$ cat src/rtl/and_gate.sv
// and_gate: bitwise AND with a registered copy of the result and
// saturating activity counters (hits and 0->1 rises of the result).

// Saturating up-counter with synchronous clear; holds at all-ones.
module and_gate_sat_cnt #(
  parameter int CNT_W = 8
) (
  input  logic             clk,
  input  logic             rst_n,
  input  logic             i_clr,
  input  logic             i_inc,
  output logic [CNT_W-1:0] o_cnt
);
  logic [CNT_W-1:0] r_cnt;
  logic             w_max;

  assign w_max = &r_cnt;
  assign o_cnt = r_cnt;

  // clear beats increment; increment is suppressed once saturated
  always_ff @(posedge clk or negedge rst_n) begin
    if (!rst_n)                r_cnt <= '0;
    else if (i_clr)            r_cnt <= '0;
    else if (i_inc && !w_max)  r_cnt <= r_cnt + 1'b1;
  end
endmodule

module and_gate #(
  parameter int WIDTH = 1,
  parameter int CNT_W = 8
) (
  input  logic             clk,
  input  logic             rst_n,
  input  logic [WIDTH-1:0] a,
  input  logic [WIDTH-1:0] b,
  input  logic             clr,
  output logic [WIDTH-1:0] c,
  output logic [WIDTH-1:0] c_q,
  output logic [CNT_W-1:0] true_cnt,
  output logic [CNT_W-1:0] rise_cnt
);
  logic [WIDTH-1:0] w_and;
  logic             w_hit;
  logic             w_rise;
  logic [WIDTH-1:0] r_cq;

  // pure combinational result, unaffected by clock, reset or clear
  assign w_and  = a & b;
  assign c      = w_and;
  assign c_q    = r_cq;

  // hit: any result bit set; rise: any bit about to load 1 over a stored 0
  assign w_hit  = |w_and;
  assign w_rise = |(w_and & ~r_cq);

  // registered copy of the result, one cycle behind the inputs
  always_ff @(posedge clk or negedge rst_n) begin
    if (!rst_n) r_cq <= '0;
    else        r_cq <= w_and;
  end

  and_gate_sat_cnt #(.CNT_W(CNT_W)) u_true_cnt (
    .clk   (clk),
    .rst_n (rst_n),
    .i_clr (clr),
    .i_inc (w_hit),
    .o_cnt (true_cnt)
  );

  and_gate_sat_cnt #(.CNT_W(CNT_W)) u_rise_cnt (
    .clk   (clk),
    .rst_n (rst_n),
    .i_clr (clr),
    .i_inc (w_rise),
    .o_cnt (rise_cnt)
  );
endmodule

$ cat config.mk
export PLATFORM = sky130hd
export DESIGN_NAME = and_gate
export DESIGN_NICKNAME = d
export VERILOG_FILES = /design/src/rtl/and_gate.sv
export SDC_FILE = /design/constraint.sdc
export NUM_CORES = 1
export LEC_CHECK = 0
export CAP_MARGIN = 20
export CORE_MARGIN = 3
export CORE_UTILIZATION = 25
export CTS_BUF_LIST = sky130_fd_sc_hd__clkbuf_8 sky130_fd_sc_hd__clkbuf_16
export DETAILED_ROUTE_END_ITERATION = 6
export DONT_BUFFER_PORTS = 1
export MAX_ROUTING_LAYER = met4
export PLACE_DENSITY_LB_ADDON = 0.1
export SLEW_MARGIN = 5
export SYNTH_ARGS = -nofsm -noshare
export SYNTH_HDL_FRONTEND = slang
export SYNTH_SLANG_ARGS = --single-unit
$ cat constraint.sdc
create_clock -name clk -period 4.08 [get_ports clk]
set_clock_uncertainty 0.2 [all_clocks]
set_input_delay 0.816 -clock clk [delete_from_list [all_inputs] [get_ports clk]]
set_output_delay 0.816 -clock clk [all_outputs]
set_load 0.01 [all_outputs]
==> flow_summary_export.csv, run 1 <==
group,metric,value,unit
run_status,status,"complete, no violations",
synthesis,ys_types,31,
clock_network,clock_sinks,17,
layout,final_area,988,um2
critical_path,setup.worst_path.start_class,"input pin",
timing,period_needed,2.11,ns
critical_path,r2r_cells,5,
floorplan,row_count,21,
placement,globalplace.congestion,0.757,
timing,fin_setup_tns,0,ns
layout,n_antenna_cell,0,
synthesis,synth-edff-count,0,
synthesis,ys_ff_latch,17,
drt,ant_nets,0,
drt,viasPerCell,4.97,
critical_path,rrSetupSlack,2.16,ns
layout,nNetsFinal,104,
clock_network,cts_resized,0,
floorplan,io_pins,23,
synthesis,seq_area_frac_synth,47.6,%
critical_path,timing.critical_path.cells,"nand2_2 -> inv_1",
critical_path,required,3.06,ns
floorplan,die_x,65.8,um
grt,grt_pass1_vias,760,
timing,hold_viol,0,
floorplan,core_area,3390,um2
critical_path,crit_buf_inv,1,
timing,slew_violations,0,
min_path,min_path_type,"in -> async",
placement,place_area,943,um2
synthesis,synth_warnings,0,
critical_path,critPathKind,"in -> out",
synthesis,syn_nets,101,
floorplan,die-area,4330,um2
layout,regArea,425,um2
critical_path,timing.rr.start,"u_true_cnt.o_cnt[0]",
clock_network,cts_hold_buf,0,
clock_network,numCtsBuffers,3,
clock_network,clk_pin_slew,0.07,ns
synthesis,synth_area_per_cell,9.50,um2
placement,port_buffers,0,
timing,grt_setup_unrepaired,"false",
timing,max_freq,473,MHz
grt,grt_overflow,0,
timing,tightest_slew,0.479,ns
drt,wl_per_cell,16.0,um
critical_path,r2r-end,"u_true_cnt.o_cnt[1]",
clock_network,cts.path.max_buffers,2,
floorplan,start_util,26.4,%
timing,slew_headroom,67.7,%
layout,syn2layout_area_growth,10.6,%
clock_network,cts_root_buffer,"clkbuf_8",
timing,finalSetupViolations,0,
clock_network,clock_latency,0.25,ns
layout,num-fill-cells,369,
timing,fin_ws,1.97,ns
layout,multiInputGateArea,449,um2
placement,dpl.hpwl,1.63,mm
timing,min_period_over_period,51.8,%
synthesis,synth_flop_cell,"dfrtp_1",
critical_path,crit_family,"buffers and inverters",
grt,grt_max_degree,18,
critical_path,worstPathMaxFanout,7,
placement,place_ws,1.97,ns
run,drv_cap,0,
critical_path,cp-end-kind,"output port",
clock_network,htreeDepth,1,
drt,drt_pass1_iterations,3,
layout,drive_gt1_share,6.25,%
synthesis,syn-cell-area,893,um2
critical_path,cp_slowest_cell,"inv_1",
drt,drt_first_iter_violations,28,
drt,wl,2.27,mm
critical_path,max_stage_delay,0.19,ns
grt,grt_first_pass_wirelength,3.91,mm
drt,route.vias.total,706,
clock_network,postCtsSetupBuffers,0,
timing,holdWs,0.0549,ns
clock_network,cts_tree,"built",
power,ir_worst_vdd,0.000102,V
grt,antenna_found_initial,0,
grt,grt_use_total,12.3,%
synthesis,async_flop_share,100,%
synthesis,synthCells,94,
power,leakage,0.382,nW
floorplan,fp.dieH,65.8,um
critical_path,cp.arrival,1.10,ns
power,power.density,314,nW/um2
drt,drc,0,
-- report_power, final --
group	switching (mW)	total [mW]	internal (mW)
Combinational	0.00584	0.0103	0.00445
Clock	0.0566	0.123	0.0667
Sequential	0.00580	0.177	0.171
Total	0.0683	0.311	0.242
-- metal layers --
metal / track usage [%] / up-vias / wire [um]
li1: - / 348 / -
met1: 15.7 / 342 / 1120
met2: 17.5 / 14 / 975
met3: 3.74 / 2 / 154
met4: 6.22 / 0 / 23
met5: - / - / 0
-- registers in the layout (all words and copies together) (netlist names) --
signal            cells
c_q                   1
u_true_cnt.o_cnt      8
u_rise_cnt.o_cnt      8
-- worst max-delay path by stage --
stage                     depth (start not counted)  to  slack [ns]  from
after floorplan                                   2   c        2.04     a
after global placement                            2   c        1.97     a
after detailed placement                          2   c        1.97     a
after CTS                                         2   c        1.97     a
after global routing                              2   c        1.94     a
final                                             2   c        1.97     a
-- cell usage after synthesis (all sizes together), types with 2 or more instances --
library cell | count | share of area (%)
clkbuf | 2 | 0.84
nand4 | 4 | 2.8
nand3 | 4 | 2.2
dfrtp | 17 | 48
nor4 | 3 | 2.1
xor2 | 2 | 2.0
a21oi | 4 | 2.2
o21ai | 3 | 1.7
mux2i | 5 | 5.6
inv | 3 | 1.3
nand2 | 7 | 3.2
ha | 2 | 2.8
nor3 | 5 | 2.8
a41oi | 2 | 2.0
a211oi | 2 | 1.7
nor2 | 15 | 6.3
-- stage by stage --
stage          power [mW]  util (%)  std cells
2_1_floorplan       0.190         -         94
3_3_place_gp        0.191      27.8        138
3_5_place_dp        0.191      27.8        138
4_1_cts             0.320      29.2        142
5_1_grt             0.329      29.2        142
6_report            0.311      29.2        142
-- layout make-up --
cell class,instances,share of cell area [%]
clock buffer,3,4.18
clock inverter,1,0.380
inverter,3,1.14
multi-input combinational,72,45.4
sequential,17,43.0
tap,46,5.82
-- cells by family (layout without fill, tap and decap cells) --
family / after synthesis / in the layout / synth area share (%)
and+or+nand+nor: 48 / 48 / 28.3
DFF: 17 / 17 / 47.6
AOI/OAI and AO/OA: 13 / 13 / 9.38
muxes: 6 / 6 / 6.86
buffers and inverters: 5 / 7 / 2.10
xor gates and xnor gates: 3 / 3 / 2.94
adders and majority gates: 2 / 2 / 2.80
-- layout by cell type, fill, tap and decap left out, drive strengths merged, types with 2 or more instances in the layout --
cell type and n:
xor2 2, nor3 5, dfrtp 17, a211oi 2
ha 2, nor2 15, o21ai 3, nand4 4
nor4 3, a41oi 2, mux2i 5, inv 4
clkbuf 3, a21oi 4, nand3 4, nand2 7
(Power assumes the default switching activity.)
==> run 2: changes to the inputs <==
==> constraint.sdc (replaced) <==
create_clock -name clk -period 1.7 [get_ports clk]
set_clock_uncertainty 0.2 [all_clocks]
set_input_delay 0.34 -clock clk [delete_from_list [all_inputs] [get_ports clk]]
set_output_delay 0.34 -clock clk [all_outputs]
set_load 0.01 [all_outputs]
==> flow_summary_export.csv, run 2 (synthesis gave the netlist of run 1 again) <==
group,metric,value,unit
layout,num-fill-cells,344,
critical_path,path_depth,4,
grt,antenna_found_initial,0,
floorplan,start_util,26.4,%
critical_path,cp.arrival,1.70,ns
clock_network,clock_latency,0.26,ns
drt,drc,0,
clock_network,cts.path.max_buffers,2,
critical_path,max_stage_delay,0.49,ns
power,leakage,0.509,nW
timing,grt_setup_unrepaired,"true",
floorplan,row_count,21,
layout,n_antenna_cell,0,
drt,drt_first_iter_violations,38,
drt,wl,2.46,mm
drt,viasPerCell,4.92,
critical_path,crit_buf_inv,0,
drt,wl_per_cell,14.8,um
clock_network,numCtsBuffers,3,
floorplan,die-area,4330,um2
critical_path,r2r_cells,4,
critical_path,cp_slowest_cell,"or4_4",
timing,fin_ws,-0.0104,ns
timing,hold_viol,15,
layout,syn2layout_area_growth,34.9,%
run_status,violations,"negative hold slack, negative setup slack",
grt,grt_max_degree,18,
drt,route.vias.total,821,
drt,drt_pass1_iterations,4,
grt,grt_overflow,0,
layout,mostFrequentLayoutCells,"buf_4, dfrtp_1, nor2_1",
timing,slew_headroom,45.6,%
timing,min_period_over_period,101,%
critical_path,timing.critical_path.cells,"nand4b_1 -> or2_1 -> or4_4 -> a21oi_2",
critical_path,critPathKind,"reg -> reg",
critical_path,required,1.69,ns
clock_network,clk_pin_slew,0.07,ns
placement,port_buffers,0,
min_path,min_path_type,"in -> reg",
layout,layout_commonest_cell,"buf_4",
grt,grt_pass1_vias,826,
critical_path,cp-end-kind,"register",
layout,post-route-util,35.5,%
floorplan,die_x,65.8,um
placement,dpl.hpwl,1.78,mm
floorplan,io_pins,23,
timing,slew_violations,0,
clock_network,cts_root_buffer,"clkbuf_8",
run,drv_cap,0,
placement,globalplace.congestion,0.801,
timing,holdWs,-0.0738,ns
run_status,status,"finished, violations left",
critical_path,crit_family,"simple AND/OR/NAND/NOR gates",
power,power.density,653,nW/um2
placement,place_ws,-0.0276,ns
timing,max_freq,585,MHz
critical_path,worstPathMaxFanout,3,
grt,grt_use_total,13.1,%
clock_network,htreeDepth,1,
timing,period_needed,1.71,ns
min_path,hold_path_depth,1,
timing,finalSetupViolations,1,
clock_network,cts_tree,"built",
layout,nNetsFinal,129,
layout,drive_gt1_share,29.8,%
critical_path,setup.worst_path.start_class,"register",
drt,ant_nets,0,
power,ir_worst_vdd,0.000282,V
clock_network,cts_hold_buf,1,
floorplan,core_area,3390,um2
grt,grt_first_pass_wirelength,4.14,mm
floorplan,fp.dieH,65.8,um
clock_network,clock_sinks,17,
timing,tightest_slew,0.814,ns
run 2: worst paths after layout:
kind / start / endpoint / slack, ns
setup / recovery: c_q / u_rise_cnt.o_cnt[5] / -0.01
setup reg to reg: c_q / u_rise_cnt.o_cnt[5] / -0.01
max in group asynchronous: rst_n / u_true_cnt.o_cnt[2] / 0.38
hold reg to reg: u_rise_cnt.o_cnt[5] / u_rise_cnt.o_cnt[5] / 0.42
min in group asynchronous: rst_n / u_rise_cnt.o_cnt[3] / 0.42
hold / removal: clr / u_rise_cnt.o_cnt[3] / -0.07
run 2: cell type report:
class                   instances  area [um2]  share of cell area (%)
inverters                       3        11.3                   0.935
flip-flops and latches         17         425                    35.3
clock inverters                 1        3.75                   0.312
well taps                      46        57.6                    4.78
clock buffers                   3        41.3                    3.43
multi-input cells              72         475                    39.5
repair buffers                 25         190                    15.8
run 2: what timing repair did:
item	4_1_cts	5_1_grt
gates resized for setup	0	5
endpoints found under the setup margin	2	8
buffers inserted	1	1
endpoints found under the hold margin	32	15
pin swaps	2	2
cloned	0	0
run 2: through the flow:
stage / instance area, um2 / setup TNS [ns] / hold slack, ns / power, mW / std cells
3_3_place_gp: 1110 / 0 / -0.155 / 0.475 / 160
4_1_cts: 1180 / -0.0784 / -0.0703 / 0.802 / 166
3_5_place_dp: 1110 / -0.0276 / -0.155 / 0.475 / 160
6_report: 1200 / -0.0104 / -0.0738 / 0.786 / 167
2_1_floorplan: 900 / -0.0195 / -0.156 / 0.455 / 94
5_1_grt: 1200 / -0.178 / -0.0855 / 0.827 / 167
run 2: per-layer routing:
metal	up-vias	routed length, um	share of wire [%]	GRT usage (%)
met5	-	0	0	-
met4	0	57	2.3	8.03
met3	5	160	6.5	3.40
met2	26	1120	46	18.3
met1	389	1120	46	16.7
li1	401	-	-	-
run 2: power breakdown:
group | leakage, nW | switching [mW] | total, mW | internal (mW)
clock | 0.0269 | 0.146 | 0.306 | 0.161
sequential | 0.235 | 0.00478 | 0.416 | 0.411
combinational | 0.247 | 0.0351 | 0.0639 | 0.0288
